[src/rtl/conv_window_five.sv]
// Streaming 5x5 window generator: raster pixels in, every fully-populated 5x5 window out.
// Four line buffers hold the previous rows; a 5x5 shift register holds the window under
// construction; a single output register presents windows on a valid/ready handshake.
module conv_window_five #(
  parameter int unsigned IMG_W = 28,
  parameter int unsigned IMG_H = 28
) (
  input  logic         clk,
  input  logic         rst_n,
  input  logic         clr,
  input  logic         pix_valid,
  output logic         pix_ready,
  input  logic [7:0]   pix_data,
  output logic         win_valid,
  input  logic         win_ready,
  output logic [199:0] win_data,
  output logic         win_last
);

  localparam int unsigned AW = $clog2(IMG_W);
  localparam int unsigned RW = $clog2(IMG_H);
  localparam logic [AW-1:0] ColLast = AW'(IMG_W - 1);
  localparam logic [RW-1:0] RowLast = RW'(IMG_H - 1);
  localparam logic [AW-1:0] ColFirstWin = AW'(4);
  localparam logic [RW-1:0] RowFirstWin = RW'(4);

  // Position of the next pixel to be accepted
  logic [AW-1:0] col_q, col_d;
  logic [RW-1:0] row_q, row_d;

  // lb_q[0] holds row r-4, lb_q[3] holds row r-1 (relative to the incoming row)
  logic [7:0] lb_q [4][IMG_W];
  logic [7:0] lb_rd [4];

  // win_q[i][j]: i = 0 top row, j = 0 leftmost column
  logic [7:0] win_q [5][5];
  logic [7:0] win_d [5][5];
  logic [7:0] new_col [5];
  logic [199:0] win_flat;

  logic [199:0] win_data_q, win_data_d;
  logic         win_valid_q, win_valid_d;
  logic         win_last_q, win_last_d;

  logic accept;
  logic fire;
  logic at_frame_end;

  // Handshake decode; readiness only depends on the output register draining
  always_comb begin
    pix_ready    = ~win_valid_q | win_ready;
    accept       = pix_valid & pix_ready & ~clr;
    fire         = accept & (row_q >= RowFirstWin) & (col_q >= ColFirstWin);
    at_frame_end = (row_q == RowLast) & (col_q == ColLast);
  end

  // Read the stored column at the current x position and form the incoming window column
  always_comb begin
    for (int k = 0; k < 4; k++) begin
      lb_rd[k] = lb_q[k][col_q];
    end
    for (int k = 0; k < 4; k++) begin
      new_col[k] = lb_rd[k];
    end
    new_col[4] = pix_data;
  end

  // Row/column counters advance only on accepted pixels; clr restarts the frame
  always_comb begin
    col_d = col_q;
    row_d = row_q;
    if (clr) begin
      col_d = '0;
      row_d = '0;
    end else if (accept) begin
      if (col_q == ColLast) begin
        col_d = '0;
        row_d = (row_q == RowLast) ? '0 : row_q + RW'(1);
      end else begin
        col_d = col_q + AW'(1);
      end
    end
  end

  // Counter state
  always_ff @(posedge clk or negedge rst_n) begin
    if (!rst_n) begin
      col_q <= '0;
      row_q <= '0;
    end else begin
      col_q <= col_d;
      row_q <= row_d;
    end
  end

  // Line buffers shift one column up on accept; contents are deliberately never cleared
  always_ff @(posedge clk) begin
    if (accept) begin
      lb_q[0][col_q] <= lb_rd[1];
      lb_q[1][col_q] <= lb_rd[2];
      lb_q[2][col_q] <= lb_rd[3];
      lb_q[3][col_q] <= pix_data;
    end
  end

  // Shift window left by one and append the new column on the right
  always_comb begin
    win_d = win_q;
    if (accept) begin
      for (int i = 0; i < 5; i++) begin
        for (int j = 0; j < 4; j++) begin
          win_d[i][j] = win_q[i][j+1];
        end
        win_d[i][4] = new_col[i];
      end
    end
  end

  // Window shift register state
  always_ff @(posedge clk or negedge rst_n) begin
    if (!rst_n) begin
      for (int i = 0; i < 5; i++) begin
        for (int j = 0; j < 5; j++) begin
          win_q[i][j] <= '0;
        end
      end
    end else begin
      win_q <= win_d;
    end
  end

  // Flatten the post-shift window so a firing pixel lands as element (5,5)
  always_comb begin
    win_flat = '0;
    for (int i = 0; i < 5; i++) begin
      for (int j = 0; j < 5; j++) begin
        win_flat[8*(5*i+j) +: 8] = win_d[i][j];
      end
    end
  end

  // Output register: load on fire, drop on consume, load wins over a simultaneous consume
  always_comb begin
    win_valid_d = win_valid_q;
    win_last_d  = win_last_q;
    win_data_d  = win_data_q;
    if (clr) begin
      win_valid_d = 1'b0;
      win_last_d  = 1'b0;
      win_data_d  = '0;
    end else if (fire) begin
      win_valid_d = 1'b1;
      win_last_d  = at_frame_end;
      win_data_d  = win_flat;
    end else if (win_ready) begin
      win_valid_d = 1'b0;
      win_last_d  = 1'b0;
    end
  end

  // Output register state
  always_ff @(posedge clk or negedge rst_n) begin
    if (!rst_n) begin
      win_valid_q <= 1'b0;
      win_last_q  <= 1'b0;
      win_data_q  <= '0;
    end else begin
      win_valid_q <= win_valid_d;
      win_last_q  <= win_last_d;
      win_data_q  <= win_data_d;
    end
  end

  // Output drive
  always_comb begin
    win_valid = win_valid_q;
    win_last  = win_last_q;
    win_data  = win_data_q;
  end

endmodule

[config.mk]
export PLATFORM = sky130hd
export DESIGN_NAME = conv_window_five
export DESIGN_NICKNAME = d
export VERILOG_FILES = /design/src/rtl/conv_window_five.sv
export SDC_FILE = /design/constraint.sdc
export NUM_CORES = 1
export LEC_CHECK = 0
export BUFFER_PORTS_ARGS = -buffer_cell sky130_fd_sc_hd__clkbuf_2
export CORE_ASPECT_RATIO = 1.2
export CORE_MARGIN = 2
export CORE_UTILIZATION = 61
export DETAILED_ROUTE_END_ITERATION = 7
export GPL_TIMING_DRIVEN = 1
export PLACE_DENSITY = 0.87
export SLEW_MARGIN = 0
export SYNTH_ARGS = -nofsm -noshare
export SYNTH_HDL_FRONTEND = slang
export SYNTH_SLANG_ARGS = --single-unit
[constraint.sdc]
create_clock -name clk -period 4.99 [get_ports clk]
set_clock_uncertainty 0.15 [all_clocks]
set_input_delay 0.998 -clock clk [delete_from_list [all_inputs] [get_ports clk]]
set_output_delay 0.998 -clock clk [all_outputs]
set_load 0.03 [all_outputs]
# --- After elaboration in Yosys (flattened, before gate mapping) ---
# Memory sizes are Yosys's and may differ from the RTL's.
# Index checks and enable logic that the tools add are counted.
classes:
  n_mux: 31
  order_cmp: 4
  n_addsub: 2
  bitwise_logic: 9
  eq_ne: 2
  reduce_logical: 6
op_table:
  columns: ["cell", "n"]
  rows:
  - ["200-bit 2-to-1 mux", 3]
  - ["224-bit 2-to-1 mux", 1]
  - ["8-bit binary-select mux with 5-bit select", 4]
  - ["8-bit 2-to-1 mux", 9]
  - ["8-bit demux with 5-bit select", 1]
  - ["5-bit 2-to-1 mux", 7]
  - ["5-bit by 1-bit adder with 5-bit output (second input constant)", 2]
  - ["5-bit equality test (second input constant)", 2]
  - ["5-bit by 3-bit >= comparator with 1-bit output (second input constant)", 2]
  - ["6-bit >= comparator (second input constant)", 1]
  - ["6-bit by 1-bit < comparator with 1-bit output (second input constant)", 1]
  - ["1-bit 2-to-1 mux", 6]
  - ["5-bit NOT with 6-bit output", 1]
  - ["2-bit nonzero test", 3]
  - ["1-bit bitwise AND", 5]
  - ["3-bit nonzero test", 1]
  - ["1-bit NOT", 2]
  - ["2-bit AND reduction", 1]
  - ["1-bit logical AND", 1]
  - ["1-bit OR", 1]
word_totals:
  in_bits: 13
  mem_bits_rw: 896
  wordCells: 85
  memories: 1
  regBits: 412
  out_inout_bits: 203
mem_list:
  columns: ["name", "depth", "width", "rd", "rd_clocked_by_memory_dff", "write_ports", "line_no", "text"]
  rows:
  - ["lb_q", 4, 224, 4, 0, 4, "32", "logic [7:0] lb_q [4][IMG_W];"]

# --- Depth between registers and ports, before layout ---
# Gate-level depths: netlist of run 1.
depth:
  word_depth: 8
  depth_mapped: 10
  mapped_depth_nobuf: 6

# --- Worst setup path before layout of run 1 ---
# Ideal clock, no wire load.
synth_timing:
  path_type: "input-to-reg"
  from: "in clr"
  to: "mem lb_q[0][104] (netlist bit) (enable)"
  cell_stages: 7
  t_required_ns: 4.419
  setup_time_ns: 0.421
  arrival_time_ns: 3.642
  path_slack_ns: 0.777
  n_path_buf: 4
  path_cell_list: "clkbuf_1 -> nor3_4 -> buf_4 -> buf_2 -> buf_2 -> nand2_1 -> nor2_1"
synth_rtl:
  columns: ["item", "line_no", "text"]
  rows:
  - ["from (decl)", "10", "input logic clr,"]
  - ["to (decl)", "32", null]

==> key figures, run 1 <==
Placement
  – Dpl hpwl: 81,300 um
  – Routability cong.: 0.907
  – Placed Cells: 4,213
  – IO Port Bufs: 215

Clock network
  – Clock slew at reported path FFs: 0.07 ns
  – PostCTS Resize Cnt: 0
  – CTS max path bufs: 3
  – H-tree level count: 3
  – Num CTS Buffers: 111
  – Clock latency on the worst-skew pair: 0.72 ns
  – Post-CTS Setup Inserts: 0
  – TritonCTS clock tree: done
  – CTS root buffer: clkbuf_16
  – CTS sink count: 1,308
  – CTS hold repair buffers: 0

Die
  – Starting Density: 61.4%
  – Die H: 319 um
  – Core Footprint: 81,900 um2
  – Site row count: 115
  – IO Count: 216
  – Chip width: 266 um
  – Die area: 84,800 um2

Logic synthesis
  – FF+latch count, synth: 1,308
  – Post-Syn Area per Cell: 16.7 um2
  – Synth Flop Type: edfxtp_1
  – Cells after synthesis: 3,006
  – Synth top area cells: edfxtp_1 (54%), dfrtp_1 (21%), mux4_2 (5.3%)
  – Post-Syn Area: 50,300 um2
  – Async set-or-reset flop fraction in the synthesized netlist: 31.5%
  – Sequential fraction of the synthesis area: 74.0%
  – Yosys warnings: 0
  – Share of the synthesized area in the top cell type: 53.5%
  – Synth Net Count: 3,025
  – Post-synth EDFFs: 896
  – Cell variety after synth: 67
  – Top cell type by total area after synthesis: edfxtp_1
  – Top cells by count, synth: edfxtp_1 (896), dfrtp_1 (412), nand2_1 (369)
  – Most frequent cell after synthesis: edfxtp_1

STA
  – Hold Worst Slack: 0.176 ns
  – Setup TNS: 0 ns
  – Setup Viol. Count Final: 0
  – Worst slew pin tran: 1.45 ns
  – Final Max Slew Viols: 0
  – Rel. slew slack: 2.89%
  – Final Hold Vio Count: 0
  – Period utilisation layout: 87.6%
  – RSZ-0062 raised after global routing: no
  – Fmax: 229 MHz
  – Fin crit period: 4.37 ns

Cells and area
  – Fillcell total: 4,358
  – Flip-flop and latch area: 37,200 um2
  – Antenna diodes: 0
  – Synth-to-Final Area Change: 13.3%
  – Fraction of layout cells with a size suffix above 1: 26.1%
  – Final nets: 3,292
  – Post-Layout Cell Count: 4,423
  – Multi-input gate area: 12,500 um2

Worst setup path
  – Max FO, Critical Path: 45
  – Crit. End Element: flop
  – WP data required: 5.13 ns
  – CP arrival: 4.51 ns
  – Startpoint types: flop
  – Critical path type: reg -> reg

Detailed routing
  – DR vias/cell: 6.99
  – 1st-pass router iterations: 8
  – Iter 0 DRT Violations: 4,671
  – Routed length per instance: 32.8 um
  – DRC viols: 44
  – Via count: 30,900
  – Final ANT Viol Nets: 0
  – Total wire length: 145,000 um

Status
  – Failing checks: DRC
  – Status: finished with violations

Global routing
  – GR Overflow Total: 0
  – Vias in the first global route: 31,700
  – Largest net degree at the start of global routing: 110
  – GRT Resource Usage Total: 34.7%
  – First-pass GRT wire length: 212,000 um
  – Antenna violations before repair: 2

Power
  – Power Density: 415 nW/um2
  – P_leak: 20.1 nW
  – VDD IR-drop max: 0.341 mV

Min path
  – Tightest Hold Check Type: in -> async

Flow run
  – Max cap viols: 0
==> layout make-up <==
type	count	share of cell area (%)
Timing Repair Buffer	337	4.14
Sequential cell	1308	65.3
Multi-Input combinational cell	1506	21.9
Clock inverter	69	1.01
Inverter	9	0.0593
Clock buffer	141	5.32
Tap cell	1053	2.31
==> registers in the layout, summed over array words and instances (netlist names) <==
register / cells
win_q: 200
col_q: 5
win_last: 1
win_data: 200
win_valid: 1
lb_q: 896
row_q: 5
==> path summary, 6_finish.rpt <==
kind	slack [ns]	cells after the start	from	endpoint
min in group clk	0.35	1	win_q[32]$_DFF_PN0_	win_q[32]$_DFF_PN0_
worst min-delay path	0.18	1	rst_n	win_data[27]$_DFFE_PN0P_
max in group asynchronous	3.36	2	rst_n	col_q[0]$_DFFE_PN0P_
worst max register to register	0.62	6	col_q[0]$_DFFE_PN0P_	lb_q[0][0]$_DFFE_PP_
worst max-delay path	0.62	6	col_q[0]$_DFFE_PN0P_	lb_q[0][0]$_DFFE_PP_
worst min register to register	0.35	1	win_q[32]$_DFF_PN0_	win_q[32]$_DFF_PN0_
==> placed cells by master (no fill, tap or decap), types with 6 or more instances in the layout <==
master      instances
nor2_1             88
o21a_1             25
bufinv_16           7
clkinvlp_4          6
a211oi_1           25
edfxtp_1          896
mux2i_1           201
clkbuf_2          214
ha_1                6
o22ai_1            62
clkbuf_8           12
o21ai_0             9
clkinv_1           25
clkinv_2           23
nor2_4             24
dfrtp_1           408
o311ai_4            6
clkbuf_1           16
clkbuf_16         112
nor2b_1            10
inv_1               9
mux4_2            119
nand3_1            30
buf_12             28
nand2_1           368
or3_1               6
nor3_1             13
buf_4              94
mux4_1              7
a22oi_1            50
a21oi_1           177
mux2_2            199
==> layer usage <==
layer  GRT usage [%]  share of wire (%)
met1            42.1                 31
met2            54.5                 47
met3            10.5                 14
met4            22.6                8.0
met5               0                  0
==> stage by stage <==
step           instance area [um2]  util (%)  worst slack (ns)  total power [W]
2_1_floorplan                50300         -             0.777           0.0142
3_3_place_gp                 53400      65.2              1.06           0.0149
3_5_place_dp                 53400      65.2             0.881           0.0150
4_1_cts                      57000      69.6             0.732           0.0235
5_1_grt                      57000      69.6             0.559           0.0241
6_report                     57000      69.6             0.620           0.0236
==> cells by family (layout without fill, tap and decap cells) <==
| family | after synthesis | in the layout | share of synthesized area (%) |
|---|---|---|---|
| AO/OA/AOI/OAI | 383 | 383 | 4.73 |
| buffers and inverters | 192 | 556 | 1.91 |
| AND/OR/NAND/NOR | 589 | 589 | 5.02 |
| multiplexers | 526 | 526 | 14.2 |
| XOR/XNOR | 2 | 2 | 0.0348 |
| adder cells (fa/ha/maj) | 6 | 6 | 0.149 |
| flip-flops | 1308 | 1308 | 74.0 |
==> power by group <==
part           internal, W  switching, W
registers           0.0124      0.000381
clock network      0.00468       0.00401
logic             0.000871       0.00126
==> worst max-delay path: stages (launching register included) <==
cell	delay (ns)
dfrtp_4	0.98
buf_4	0.67
mux4_2	0.58
nand2_1	0.11
o221ai_1	0.19
nor3_2	0.62
inv_1	0.57
Note: power is estimated with default switching activity, not from simulation.
==> run 2, diff against run 1 <==
--- a/config.mk
+++ b/config.mk
@@ -12,6 +12,7 @@
 export DETAILED_ROUTE_END_ITERATION = 7
 export GPL_TIMING_DRIVEN = 1
 export PLACE_DENSITY = 0.87
+export RECOVER_POWER = 50
 export SLEW_MARGIN = 0
 export SYNTH_ARGS = -nofsm -noshare
 export SYNTH_HDL_FRONTEND = slang
==> run 2 against run 1 <==
  * The flow finishes with violations (DRC, capacitance limit, slew limit)
  * Maximum frequency decreased by 10%
  * Cell count barely moved
  * Sequential share of layout area increased by 0.53 points
  * Power down 0.41%
  * Worst setup slack got worse by 0.49 ns
  * Global-route usage unchanged
  * First-iteration DRC count decreased by 8.2%
  * Hold slack better by 0.17 ns
  * Combinational power fell by 4%
  * Sequential cell count stayed put
  * Highest routed layer unchanged
==> key figures, run 2 (synthesis results as in run 1) <==
Worst setup path
  – Crit path depth: 5
  – CP arrival: 5.09 ns
  – CP bufs+invs: 2
  – Largest stage delay, worst path: 1.91 ns
  – Crit path max-delay cell type: and2_0
  – Startpoint types: flop
  – Max FO, Critical Path: 23
  – Critical path's most frequent cell: buf_4
  – R2R depth: 5
  – WP data required: 5.23 ns
  – Crit-path cells: buf_4 -> nand3b_1 -> nor2_1 -> and2_0 -> buf_4
  – Crit. End Element: flop
  – Critical path type: reg -> reg
  – Crit path max-delay family: simple AND/OR/NAND/NOR gates

Clock network
  – CTS hold repair buffers: 0
  – TritonCTS clock tree: done
  – CTS sink count: 1,308
  – PostCTS Resize Cnt: 0
  – Clock latency on the worst-skew pair: 0.72 ns
  – Post-CTS Setup Inserts: 0
  – H-tree level count: 3
  – CTS max path bufs: 3
  – CTS root buffer: clkbuf_16
  – Clock slew at reported path FFs: 0.07 ns
  – Num CTS Buffers: 111

Cells and area
  – Finished Cell Area: 56,500 um2
  – Final nets: 3,292
  – Most common cell after layout, fill and taps aside: edfxtp_1
  – Largest register FFs: 896
  – Biggest register: lb_q
  – Most frequent cells in the layout: edfxtp_1 (896), dfrtp_1 (409), nand2_1 (368), clkbuf_1 (238), mux2i_1 (201)
  – Fillcell total: 4,566
  – Fraction of layout cells with a size suffix above 1: 15.9%
  – Post-layout util: 69.1%
  – Synth-to-Final Area Change: 12.4%

Die
  – Die area: 84,800 um2
  – IO Count: 216
  – Core Footprint: 81,900 um2
  – Starting Density: 61.4%
  – Die H: 319 um
  – Site row count: 115
  – Chip width: 266 um

Detailed routing
  – Routed met1 length: 45,200 um
  – DR top layer: met4
  – Total wire length: 145,000 um
  – Met3 wire length: 19,500 um
  – DRC viols: 4
  – Iter 0 DRT Violations: 4,289
  – Via count: 31,100
  – Final ANT Viol Nets: 0
  – Met2 wire length: 68,900 um
  – 1st-pass router iterations: 8
  – Routed length per instance: 32.9 um
  – DR vias/cell: 7.03

STA
  – Final worst slack: 0.132 ns
  – Final Max Slew Viols: 363
  – Setup Viol. Count Final: 0
  – Setup TNS: 0 ns
  – Fin crit period: 4.86 ns
  – Worst slew pin tran: 2.87 ns
  – Fmax: 206 MHz
  – RSZ-0062 raised after global routing: no
  – Final Hold Vio Count: 0
  – Period utilisation layout: 97.4%
  – Rel. slew slack: -91.5%

Global routing
  – Largest net degree at the start of global routing: 110
  – GR Overflow Total: 0
  – Vias in the first global route: 31,700
  – Antenna violations before repair: 1
  – GRT Resource Usage Total: 34.7%
  – First-pass GRT wire length: 212,000 um

Power
  – Power Density: 416 nW/um2
  – P_leak: 19.3 nW
  – VDD IR-drop max: 0.343 mV
  – Tot Pwr: 0.0235 W

Placement
  – IO Port Bufs: 215
  – DP Worst Slack: 0.881 ns
  – Dpl hpwl: 81,300 um
  – Routability cong.: 0.907
  – Post-DP Area: 53,400 um2

Min path
  – Hold Crit Depth: 1
  – Tightest Hold Check Type: reg -> reg

Status
  – Status: finished with violations
  – Failing checks: DRC, capacitance limit, slew limit

Flow run
  – Max cap viols: 11
## run 2: per-stage QoR
step | hold WS (ns) | std cells
global placement | 0.328 | 4213
finish | 0.345 | 4424
detailed placement | 0.331 | 4213
CTS | 0.228 | 4423
global route | 0.355 | 4423
floorplan | 0.310 | 3006
## run 2: worst reg2reg max path, cell delays in order (launching register included)
cell and delay, ns:
dfrtp_1 0.80, buf_4 0.43, nand3b_1 0.37, nor2_1 0.39, and2_0 1.91, buf_4 0.49
## run 2: power by group
| part | leakage (nW) | total (W) | switching, W | internal, W |
|---|---|---|---|---|
| combinational | 4.14 | 0.00204 | 0.00126 | 0.000784 |
| sequential | 13.4 | 0.0128 | 0.000378 | 0.0124 |
| clock | 1.77 | 0.00868 | 0.00400 | 0.00468 |
| total | 19.3 | 0.0235 | 0.00563 | 0.0179 |
## run 2: layout make-up
cell class / instances / area [um2] / area share (%)
Sequential cell: 1308 / 37200 / 65.8
Multi-Input combinational cell: 1506 / 12400 / 21.9
Clock buffer: 141 / 3030 / 5.36
Timing Repair Buffer: 337 / 1990 / 3.53
Tap cell: 1053 / 1320 / 2.33
Clock inverter: 69 / 576 / 1.02
Inverter: 9 / 33.8 / 0.0598
Antenna cell: 1 / 2.50 / 0.00443
## run 2: metal layers
metal  up-vias  GRT usage [%]
met1     15400           42.1
met5         -              0
met3       801           10.5
li1      12000              -
met4         0           22.6
met2      2909           54.5
## run 2: worst paths after layout
kind | end | startpoint | slack (ns)
setup reg to reg | lb_q[3][51]$_DFFE_PP_ | col_q[3]$_DFFE_PN0P_ | 0.13
hold reg to reg | win_q[12]$_DFF_PN0_ | win_q[4]$_DFF_PN0_ | 0.35
max in group asynchronous | col_q[0]$_DFFE_PN0P_ | rst_n | 1.29
min in group asynchronous | win_q[171]$_DFF_PN0_ | rst_n | 1.03
setup / recovery | lb_q[3][51]$_DFFE_PP_ | col_q[3]$_DFFE_PN0P_ | 0.13
hold / removal | win_q[12]$_DFF_PN0_ | win_q[4]$_DFF_PN0_ | 0.35
